[config.mk]
export PLATFORM = sky130hd
export DESIGN_NAME = accum_alu_pipe
export DESIGN_NICKNAME = d
export VERILOG_FILES = /design/src/rtl/accum_alu_pkg.sv /design/src/rtl/accum_alu_core.sv /design/src/rtl/accum_alu_pipe.sv
export SDC_FILE = /design/constraint.sdc
export NUM_CORES = 1
export LEC_CHECK = 0
export CAP_MARGIN = 20
export CELL_PAD_IN_SITES_DETAIL_PLACEMENT = 0
export CELL_PAD_IN_SITES_GLOBAL_PLACEMENT = 1
export CORE_MARGIN = 2
export CORE_UTILIZATION = 39
export CTS_BUF_LIST = sky130_fd_sc_hd__clkbuf_2
export DETAILED_ROUTE_END_ITERATION = 10
export PLACE_DENSITY_LB_ADDON = 0.1
export SYNTH_ARGS = -nofsm -noshare
export SYNTH_HDL_FRONTEND = slang
export SYNTH_SLANG_ARGS = --single-unit
[constraint.sdc]
create_clock -name clk -period 2.7 [get_ports clk]
set_clock_uncertainty 0.2 [all_clocks]
set_input_delay 0.54 -clock clk [delete_from_list [all_inputs] [get_ports clk]]
set_output_delay 0.54 -clock clk [all_outputs]
set_load 0.01 [all_outputs]
[src/rtl/accum_alu_pkg.sv]
// Shared types for the accumulating ALU pipeline: operating modes, the
// combinational result bundle and small helpers used by the core and the top.
package accum_alu_pkg;

  // Operating modes as presented on the 2-bit mode input.
  typedef enum logic [1:0] {
    MODE_ADD  = 2'b00,
    MODE_SUB  = 2'b01,
    MODE_ACC  = 2'b10,
    MODE_LOAD = 2'b11
  } mode_e;

  // Widest operand the result bundle can carry. Each instance uses only the
  // low WIDTH bits of value; the bits above are always driven to zero.
  localparam int ALU_MAX_W = 64;

  // Result of one ALU operation: value plus the three status flags.
  typedef struct packed {
    logic [ALU_MAX_W-1:0] value;
    logic                 carry;
    logic                 ovf;
    logic                 sat;
  } alu_res_t;

  // Two's-complement overflow from the sign bits of both operands and the
  // result: operands agree in sign and the result disagrees with them.
  function automatic logic signed_ovf(input logic sign_x, input logic sign_y,
                                      input logic sign_r);
    return (sign_x == sign_y) && (sign_r != sign_x);
  endfunction

  // Only ACC and LOAD write the accumulator.
  function automatic logic mode_writes_acc(input mode_e m);
    return (m == MODE_ACC) || (m == MODE_LOAD);
  endfunction

endpackage

[src/rtl/accum_alu_core.sv]
// Combinational datapath: computes the result value and the carry, overflow
// and saturation flags for one operation. Holds no state.
module accum_alu_core
  import accum_alu_pkg::*;
#(
  parameter int WIDTH  = 8,
  parameter bit SAT_EN = 1'b0
) (
  input  logic [WIDTH-1:0] a,
  input  logic [WIDTH-1:0] b,
  input  logic [WIDTH-1:0] acc,
  input  logic [1:0]       mode,
  output logic [WIDTH-1:0] value,
  output logic             carry,
  output logic             ovf,
  output logic             sat
);

  mode_e            op;
  logic [WIDTH:0]   ext;
  alu_res_t         res;
  logic             unused_res_bits;

  assign op = mode_e'(mode);

  // Raw arithmetic at WIDTH+1 bits so bit WIDTH is the carry (or the borrow
  // for subtraction of zero-extended operands), then optional clamping.
  always_comb begin
    ext = '0;
    res = '0;
    case (op)
      MODE_ADD: begin
        ext       = {1'b0, a} + {1'b0, b};
        res.carry = ext[WIDTH];
        res.ovf   = signed_ovf(a[WIDTH-1], b[WIDTH-1], ext[WIDTH-1]);
      end
      MODE_SUB: begin
        ext       = {1'b0, a} - {1'b0, b};
        res.carry = ext[WIDTH];
        res.ovf   = signed_ovf(a[WIDTH-1], ~b[WIDTH-1], ext[WIDTH-1]);
      end
      MODE_ACC: begin
        ext       = {1'b0, acc} + {1'b0, a};
        res.carry = ext[WIDTH];
        res.ovf   = signed_ovf(acc[WIDTH-1], a[WIDTH-1], ext[WIDTH-1]);
      end
      default: begin
        ext = {1'b0, a};
      end
    endcase
    res.value = ALU_MAX_W'(ext[WIDTH-1:0]);
    if (SAT_EN && res.carry) begin
      res.sat = 1'b1;
      if (op == MODE_SUB) begin
        res.value = '0;
      end else begin
        res.value = ALU_MAX_W'({WIDTH{1'b1}});
      end
    end
  end

  assign value = res.value[WIDTH-1:0];
  assign carry = res.carry;
  assign ovf   = res.ovf;
  assign sat   = res.sat;

  // Bits of the bundle above WIDTH are constant zero; fold them into one
  // signal so the whole bundle is consumed.
  assign unused_res_bits = ^res.value;

endmodule

[src/rtl/accum_alu_pipe.sv]
// Registered accumulating ALU with a valid/ready handshake and a one-entry
// output register. The arithmetic lives in accum_alu_core; this level holds
// the handshake, the result/accumulator registers and the operation counter.
module accum_alu_pipe
  import accum_alu_pkg::*;
#(
  parameter int WIDTH  = 8,
  parameter bit SAT_EN = 1'b0,
  parameter int CNT_W  = 8
) (
  input  logic             clk,
  input  logic             rst_n,
  input  logic             in_valid,
  output logic             in_ready,
  input  logic [WIDTH-1:0] a,
  input  logic [WIDTH-1:0] b,
  input  logic [1:0]       mode,
  output logic             out_valid,
  input  logic             out_ready,
  output logic [WIDTH-1:0] result,
  output logic             carry,
  output logic             ovf,
  output logic             sat,
  output logic [WIDTH-1:0] acc,
  output logic [CNT_W-1:0] op_count
);

  logic             accept;
  logic [WIDTH-1:0] core_value;
  logic             core_carry;
  logic             core_ovf;
  logic             core_sat;

  accum_alu_core #(
    .WIDTH  (WIDTH),
    .SAT_EN (SAT_EN)
  ) u_core (
    .a     (a),
    .b     (b),
    .acc   (acc),
    .mode  (mode),
    .value (core_value),
    .carry (core_carry),
    .ovf   (core_ovf),
    .sat   (core_sat)
  );

  assign in_ready = !out_valid || out_ready;
  assign accept   = in_valid && in_ready;

  // Output register: load on accept, drop valid once consumed, otherwise hold
  // (covers the stall case where nothing is sampled).
  always_ff @(posedge clk) begin
    if (!rst_n) begin
      out_valid <= 1'b0;
      result    <= '0;
      carry     <= 1'b0;
      ovf       <= 1'b0;
      sat       <= 1'b0;
    end else if (accept) begin
      out_valid <= 1'b1;
      result    <= core_value;
      carry     <= core_carry;
      ovf       <= core_ovf;
      sat       <= core_sat;
    end else if (out_ready) begin
      out_valid <= 1'b0;
    end
  end

  // Accumulator takes the final (possibly clamped) value of accepted ACC and
  // LOAD operations only.
  always_ff @(posedge clk) begin
    if (!rst_n) begin
      acc <= '0;
    end else if (accept && mode_writes_acc(mode_e'(mode))) begin
      acc <= core_value;
    end
  end

  // Count accepted operations, wrapping naturally at 2^CNT_W.
  always_ff @(posedge clk) begin
    if (!rst_n) begin
      op_count <= '0;
    end else if (accept) begin
      op_count <= op_count + CNT_W'(1);
    end
  end

endmodule

==> results of run 1 <==
-- tightest hold or removal path, delay by kind of cell (launching register included) --
kind	cells	cell delay, ns
flip-flops	1	0.38
AO/OA/AOI/OAI	1	0.06
AND/OR/NAND/NOR	1	0.05
-- cell type report --
cell class | count | share of cell area
Clock inverter | 1 | 0.002566
Inverter | 23 | 0.02529
Clock buffer | 3 | 0.004399
Sequential cell | 27 | 0.1584
Timing Repair Buffer | 101 | 0.2588
Tap cell | 77 | 0.02823
Multi-Input combinational cell | 243 | 0.5224
-- flip-flops by register name, indices dropped and copies added (netlist names) --
signal,cells
out_valid,1
result,8
acc,8
op_count,8
carry,1
ovf,1
-- worst max-delay path by stage --
stage	start	endpoint	slack, ns	cells after the start
CTS	a[0]	result[6]	0.04	11
finish	a[1]	carry	0.09	10
global route	b[1]	result[7]	-0.01	10
global placement	b[1]	result[5]	-0.37	10
floorplan	a[0]	carry	0.23	8
detailed placement	a[0]	carry	-0.39	9
-- per-layer routing --
| layer | vias up | wire length (um) | track usage |
|---|---|---|---|
| met5 | - | 0 | 0 |
| met2 | 54 | 3252 | 0.3375 |
| met4 | 0 | 100 | 0.05132 |
| met1 | 1171 | 3469 | 0.2801 |
| li1 | 1295 | - | - |
| met3 | 11 | 178 | 0.01780 |
-- stage by stage --
| stage | cell area (sq um) | worst slack (ns) | utilization | TNS, ns |
|---|---|---|---|---|
| final | 3413 | 0.09280 | 0.5469 | 0 |
| after global routing | 3413 | -0.01027 | 0.5469 | -0.01027 |
| after CTS | 3367 | 0.03840 | 0.5395 | 0 |
| after detailed placement | 3343 | -0.3868 | 0.5357 | -3.793 |
| after global placement | 3343 | -0.3657 | 0.5357 | -3.386 |
| after floorplan | 2480 | 0.2347 | - | 0 |
-- power by group through the flow --
stage | Combinational (W) | Clock [W] | Sequential [W]
4_1_cts | 0.000534 | 0.000179 | 0.000448
6_report | 0.000547 | 0.000175 | 0.000448
3_3_place_gp | 0.000527 | 0 | 0.000455
5_1_grt | 0.000602 | 0.000194 | 0.000453
3_5_place_dp | 0.000530 | 0 | 0.000455
2_1_floorplan | 0.000293 | 0 | 0.000462
-- timing repair --
action,in CTS,in global routing
gates resized for setup,0,8
endpoints found under the setup margin,0,4
setup buffers,0,1
-- cell families (layout without fill, tap and decap cells) --
group | count (synthesis) | after routing
adder cells (fa/ha/maj) | 28 | 28
flip-flops | 27 | 27
multiplexers | 10 | 10
other | 1 | 1
AO/OA/AOI/OAI | 87 | 87
buffers and inverters | 38 | 128
AND/OR/NAND/NOR | 103 | 103
XOR/XNOR | 14 | 14
-- placed cells by master, fill, tap and decap left out, types with 4 or more instances in the layout --
cell	instances
buf_4	52
clkdlybuf4s50_1	48
dfxtp_1	27
nor2_1	26
nand2_1	25
ha_1	25
inv_1	21
a21oi_1	18
o21ai_0	17
nand3_1	10
nor3_1	9
nand2b_1	8
xor2_1	8
o211ai_1	7
mux2i_1	7
xnor2_1	6
a211oi_1	5
and3_1	4
o21a_1	4
nand4_1	4
or3_1	4
==> results.py, run 1 <==
metrics = {
    "sta": {
        "hold_viol": 0,
        "whs_ns": 0.2858,
        "setup_violations": 0,
        "period_needed_ns": 2.607,
        "max_clock_freq_mhz": 383.6,
        "slew_violations": 0,
        "finalCritPeriodShare": 0.9656,
    },
    "synth": {
        "synth.mux.area_fraction": 0.05096,
        "ys.flop_type": "dfxtp_1",
        "syn-num-nets": 358,
        "synth_edf_count": 0,
        "synth-xor-area-share": 0.04945,
        "synthAdderAreaFrac": 0.1504,
        "netlist_area_sq_um": 2480,
        "syn_avg_cell_area_sq_um": 8.052,
        "netlist_top_cells_area": "dfxtp_1, ha_1, nor2_1",
        "synthDistinctLibCells": 61,
        "synth-simple-area-share": 0.2008,
        "synth.most_common_cell": "dfxtp_1",
        "synth_top_area_share": 0.2180,
        "ys_ff_latch": 27,
        "ys_seq_area_frac": 0.2180,
        "synth_area_leader_cell": "dfxtp_1",
        "synth_compound_area_frac": 0.2513,
        "async_flop_share": 0,
        "syn_inst": 308,
        "synth_warnings": 0,
        "ys_top_cells_by_count": "dfxtp_1, nor2_1, ha_1, nand2_1, inv_1",
        "synth_top_family_by_area": "compound AO/OA/AOI/OAI gates",
    },
    "power_and_ir_drop": {
        "cellLeakagePower_nw": 1.463,
        "power_frac_seq": 0.383,
        "irDropWorstVdd_mv": 0.2006,
        "p_sw_frac": 0.3613,
        "power_frac_comb": 0.467,
        "power_switching_w": 0.0004229,
        "p_int_w": 0.0007474,
        "power_density_nw_per_um2": 342.8,
        "power_w": 0.001170,
        "p_clk_frac": 0.150,
    },
    "detailed_routing": {
        "viasPerCell": 5.328,
        "first_pass_iters": 4,
        "routedWlPerCell_um": 14.74,
        "routed_wl_um": 7001,
        "drc_errors": 0,
        "drt_iter0_drc": 96,
        "vias": 2531,
        "drtAntennaViolNets": 0,
    },
    "setup_path": {
        "slowest_stage": "clkdlybuf4s50_1",
        "crit_family": "buffers and inverters",
        "r2r_end": "carry",
        "start_kind": "input pin",
        "cp.arrival_ns": 2.72,
        "rr_worst_depth": 8,
        "worstPathMaxFanout": 3,
        "r2r_slack_ns": 0.34,
        "cp-end-kind": "register",
        "crit_chain": "clkdlybuf4s50_1 > buf_4 > inv_1 > fa_1 > nand2b_1 > a21oi_1 > a31oi_1 > nand2b_1 > a2bb2oi_1 > o211ai_1",
        "worst-path-buf-inv": 3,
        "required_ns": 2.81,
        "critPathKind": "input pin to register",
        "cp_common_cell": "nand2b_1",
        "max_stage_delay_ns": 0.51,
        "r2r-start": "acc[0]",
    },
    "grt": {
        "grt_pass1_vias": 2522,
        "grt_pass1_wl_um": 11770,
        "overflow": 0,
        "grt_usage": 0.2018,
        "antenna_found_initial": 0,
        "grt_max_degree": 18,
    },
    "place": {
        "place.port_buffers": 49,
        "dp.cells": 470,
        "hpwl_um": 5601,
        "place_congestion": 0.8636,
    },
    "finish": {
        "multi_input_area_sq_um": 1783,
        "fillers": 624,
        "instances_no_fill": 475,
        "diodes": 0,
        "drive_above_1_share": 0.1859,
        "ff_latch_area_sq_um": 540.5,
        "area_delta_synth_final_pct": 37.64,
        "final_nets": 449,
    },
    "clocking": {
        "htree_levels": 1,
        "clock-sinks": 27,
        "postCtsHoldBufs": 0,
        "insertion_delay_ns": 0.38,
        "numCtsBuffers": 3,
        "path_clk_slew_ns": 0.29,
        "cts_root_buffer": "clkbuf_2",
        "clockBufferDepth": 2,
        "tritoncts": "done",
    },
    "die": {
        "die_h_um": 83.74,
        "dieArea_sq_um": 7012,
        "core-area_sq_um": 6241,
        "io_pins": 51,
        "rows": 29,
        "die_x_um": 83.74,
        "initial_utilization": 0.3974,
    },
    "run": {
        "cap_violations": 0,
    },
    "min_path": {
        "hp-start": "result[4]",
        "hp-class": "register to register",
        "hold_end": "result[4]",
        "min_path_cells": 2,
    },
    "outcome": {
        "status": "complete, no violations",
    },
}
Note: power is estimated with default switching activity, not from simulation.
==> run 2, diff against run 1 <==
CAP_MARGIN = not set   (was 20)
SYNTH_HIERARCHICAL = 1   (was not set)
clock period = 2.6 ns   (was 2.7 ns; I/O delays follow)
==> run 2 against run 1 <==
- sequential share of layout area up 0.34 points
- non-clock buffer count grew 3
- worst hold slack better by 0.0024 ns
- core utilization increased by 3.6 points
- die area down 2.4%
- global-route usage is 0.67 points higher
- via count increased by 1.9%
- cell area up 1.8%
- total power grew 11%
- largest cell class unchanged
- sequential power is 5.8% higher
- setup slack lost 0.040 ns
==> results.py, run 2 <==
metrics = {
    "power_and_ir_drop": {
        "p_int_w": 0.0008781,
        "power_frac_seq": 0.365,
        "power_density_nw_per_um2": 374.5,
        "p_sw_frac": 0.3249,
        "p_clk_frac": 0.203,
        "irDropWorstVdd_mv": 0.3244,
        "cellLeakagePower_nw": 1.463,
        "power_frac_comb": 0.432,
        "power_w": 0.001301,
        "power_switching_w": 0.0004226,
    },
    "setup_path": {
        "cp_common_cell": "buf_4",
        "r2r_end": "carry",
        "crit_chain": "clkdlybuf4s50_1 > buf_4 > ha_1 > o21ai_2 > o21ai_1 > a31oi_1 > xnor2_1 > nor2_1 > nor3_2 > buf_4 > nand3_1 > a21oi_2",
        "worstPathMaxFanout": 3,
        "critPathKind": "input pin to register",
        "rr_worst_depth": 10,
        "max_stage_delay_ns": 0.43,
        "r2r-start": "acc[0]",
        "cp-end-kind": "register",
        "slowest_stage": "clkdlybuf4s50_1",
        "required_ns": 2.74,
        "worst-path-buf-inv": 3,
        "start_kind": "input pin",
        "cp.arrival_ns": 2.69,
        "r2r_slack_ns": 0.15,
        "crit_family": "buffers and inverters",
    },
    "finish": {
        "fillers": 586,
        "multi_input_area_sq_um": 1779,
        "mostFrequentLayoutCells": "buf_4, clkdlybuf4s50_1, a21oi_1, dfxtp_1, ha_1",
        "largestRegisters": "acc x8, op_count x8, result x8",
        "layout_commonest_cell": "buf_4",
        "instances_no_fill": 472,
        "drive_above_1_share": 0.2191,
        "fin_util": 0.5832,
        "final_nets": 448,
        "area_delta_synth_final_pct": 43.61,
        "diodes": 0,
        "ff_latch_area_sq_um": 561.8,
    },
    "synth": {
        "ys_top_cells_by_count": "a21oi_1, dfxtp_1, ha_1",
        "synth.most_common_cell": "a21oi_1",
        "async_flop_share": 0,
        "netlist_area_sq_um": 2419,
        "syn-num-nets": 358,
        "syn_inst": 308,
        "synth_edf_count": 0,
        "ys_ff_latch": 28,
        "synth_warnings": 6,
        "synth_top_area_share": 0.2318,
        "netlist_top_cells_area": "dfxtp_1, ha_1, a21oi_1",
        "ys_seq_area_frac": 0.2318,
        "syn_avg_cell_area_sq_um": 7.853,
        "ys.flop_type": "dfxtp_1",
        "synth_area_leader_cell": "dfxtp_1",
        "synthDistinctLibCells": 48,
    },
    "place": {
        "pre_cts_slack_ns": -0.6777,
        "hpwl_um": 5112,
        "place_congestion": 0.7975,
        "dp.cells": 464,
        "place.port_buffers": 50,
    },
    "grt": {
        "grt_max_degree": 30,
        "antenna_found_initial": 0,
        "overflow": 0,
        "grt_pass1_wl_um": 11200,
        "grt_pass1_vias": 2368,
        "grt_usage": 0.2085,
    },
    "detailed_routing": {
        "top_layer": "met4",
        "drc_errors": 0,
        "first_pass_iters": 4,
        "routedWlPerCell_um": 14.16,
        "wl_met2_um": 3135,
        "drtAntennaViolNets": 0,
        "dr_wl_met3_um": 254,
        "drt-met1-wl_um": 3274,
        "vias": 2580,
        "drt_iter0_drc": 171,
        "viasPerCell": 5.466,
        "routed_wl_um": 6684,
    },
    "clocking": {
        "tritoncts": "done",
        "postCtsHoldBufs": 0,
        "numCtsBuffers": 3,
        "htree_levels": 1,
        "clock-sinks": 28,
        "path_clk_slew_ns": 0.28,
        "cts_root_buffer": "clkbuf_2",
        "clockBufferDepth": 2,
        "insertion_delay_ns": 0.37,
    },
    "min_path": {
        "hp-class": "register to register",
        "hold_end": "op_count[7]",
        "min_path_cells": 2,
        "hp-start": "op_count[7]",
    },
    "die": {
        "die_h_um": 82.75,
        "rows": 28,
        "io_pins": 51,
        "core-area_sq_um": 5956,
        "die_x_um": 82.75,
        "dieArea_sq_um": 6848,
        "initial_utilization": 0.4061,
    },
    "sta": {
        "finalCritPeriodShare": 0.9798,
        "setup_violations": 0,
        "slew_violations": 0,
        "rsz0062_at_grt": "true",
        "period_needed_ns": 2.547,
        "max_clock_freq_mhz": 392.6,
        "setup_ws_ns": 0.05260,
        "hold_viol": 0,
    },
    "outcome": {
        "status": "complete, no violations",
    },
    "run": {
        "cap_violations": 0,
    },
}
[run 2: per-layer routing]
| layer | up-vias | track usage |
|---|---|---|
| li1 | 1306 | - |
| met1 | 1219 | 0.3059 |
| met2 | 51 | 0.3395 |
| met3 | 4 | 0.02935 |
| met4 | 0 | 0.01311 |
| met5 | - | 0 |
[run 2: kinds of logic after synthesis]
kind of cell             Yosys count  synth area share
AO/OA/AOI/OAI                    100            0.2540
AND/OR/NAND/NOR                   88            0.1956
buffers and inverters             41           0.07449
adder cells (fa/ha/maj)           28            0.1542
flip-flops                        28            0.2318
XOR/XNOR                          15           0.05432
multiplexers                       7           0.03414
other                              1          0.001551
[run 2: layout make-up]
cell class / instances / area share
timing repair buffer: 104 / 0.2622
inverter: 22 / 0.02378
tap: 75 / 0.02702
clock buffer: 3 / 0.004323
clock inverter: 1 / 0.008646
multi-input combinational: 239 / 0.5122
sequential: 28 / 0.1617
[run 2: power groups by stage]
| stage | clock, W | combinational (W) | sequential, W |
|---|---|---|---|
| 3_3_place_gp | 0 | 0.000524 | 0.000482 |
| 5_1_grt | 0.000295 | 0.000624 | 0.000479 |
| 3_5_place_dp | 0 | 0.000532 | 0.000482 |
| 4_1_cts | 0.000272 | 0.000556 | 0.000475 |
| 6_report | 0.000264 | 0.000562 | 0.000474 |
| 2_1_floorplan | 0 | 0.000281 | 0.000491 |
[run 2: repair_timing]
action / 4_1_cts / 5_1_grt
buffers inserted: 3 / 1
endpoints found under the setup margin: 10 / 7
gates resized for setup: 26 / 6
pin swaps: 12 / 9
[run 2: worst max-delay path by stage]
stage	endpoint	cells after the start	startpoint	slack (ns)
final	result[7]	12	a[3]	0.05
after global routing	ovf	12	b[2]	-0.02
after CTS	result[7]	12	b[5]	0.03
after detailed placement	result[7]	11	a[1]	-0.68
after global placement	carry	12	a[1]	-0.67
after floorplan	ovf	11	b[5]	0.06
[run 2: through the flow]
stage | hold WS, ns | area, sq um | TNS (ns)
2_1_floorplan | 0.2863 | 2431 | 0
3_3_place_gp | 0.2556 | 3318 | -7.224
3_5_place_dp | 0.2591 | 3318 | -7.693
4_1_cts | 0.2916 | 3448 | 0
5_1_grt | 0.3208 | 3473 | -0.02614
6_report | 0.2883 | 3473 | 0
[run 2: worst reg2reg max path: stages (launching register included)]
cell      delay (ns)
dfxtp_2         0.39
ha_1            0.22
fa_1            0.43
a211oi_2        0.23
o21bai_1        0.13
a21oi_2         0.16
nand2b_1        0.13
a21oi_1         0.07
a211o_1         0.31
nand3_1         0.08
a21oi_1         0.06
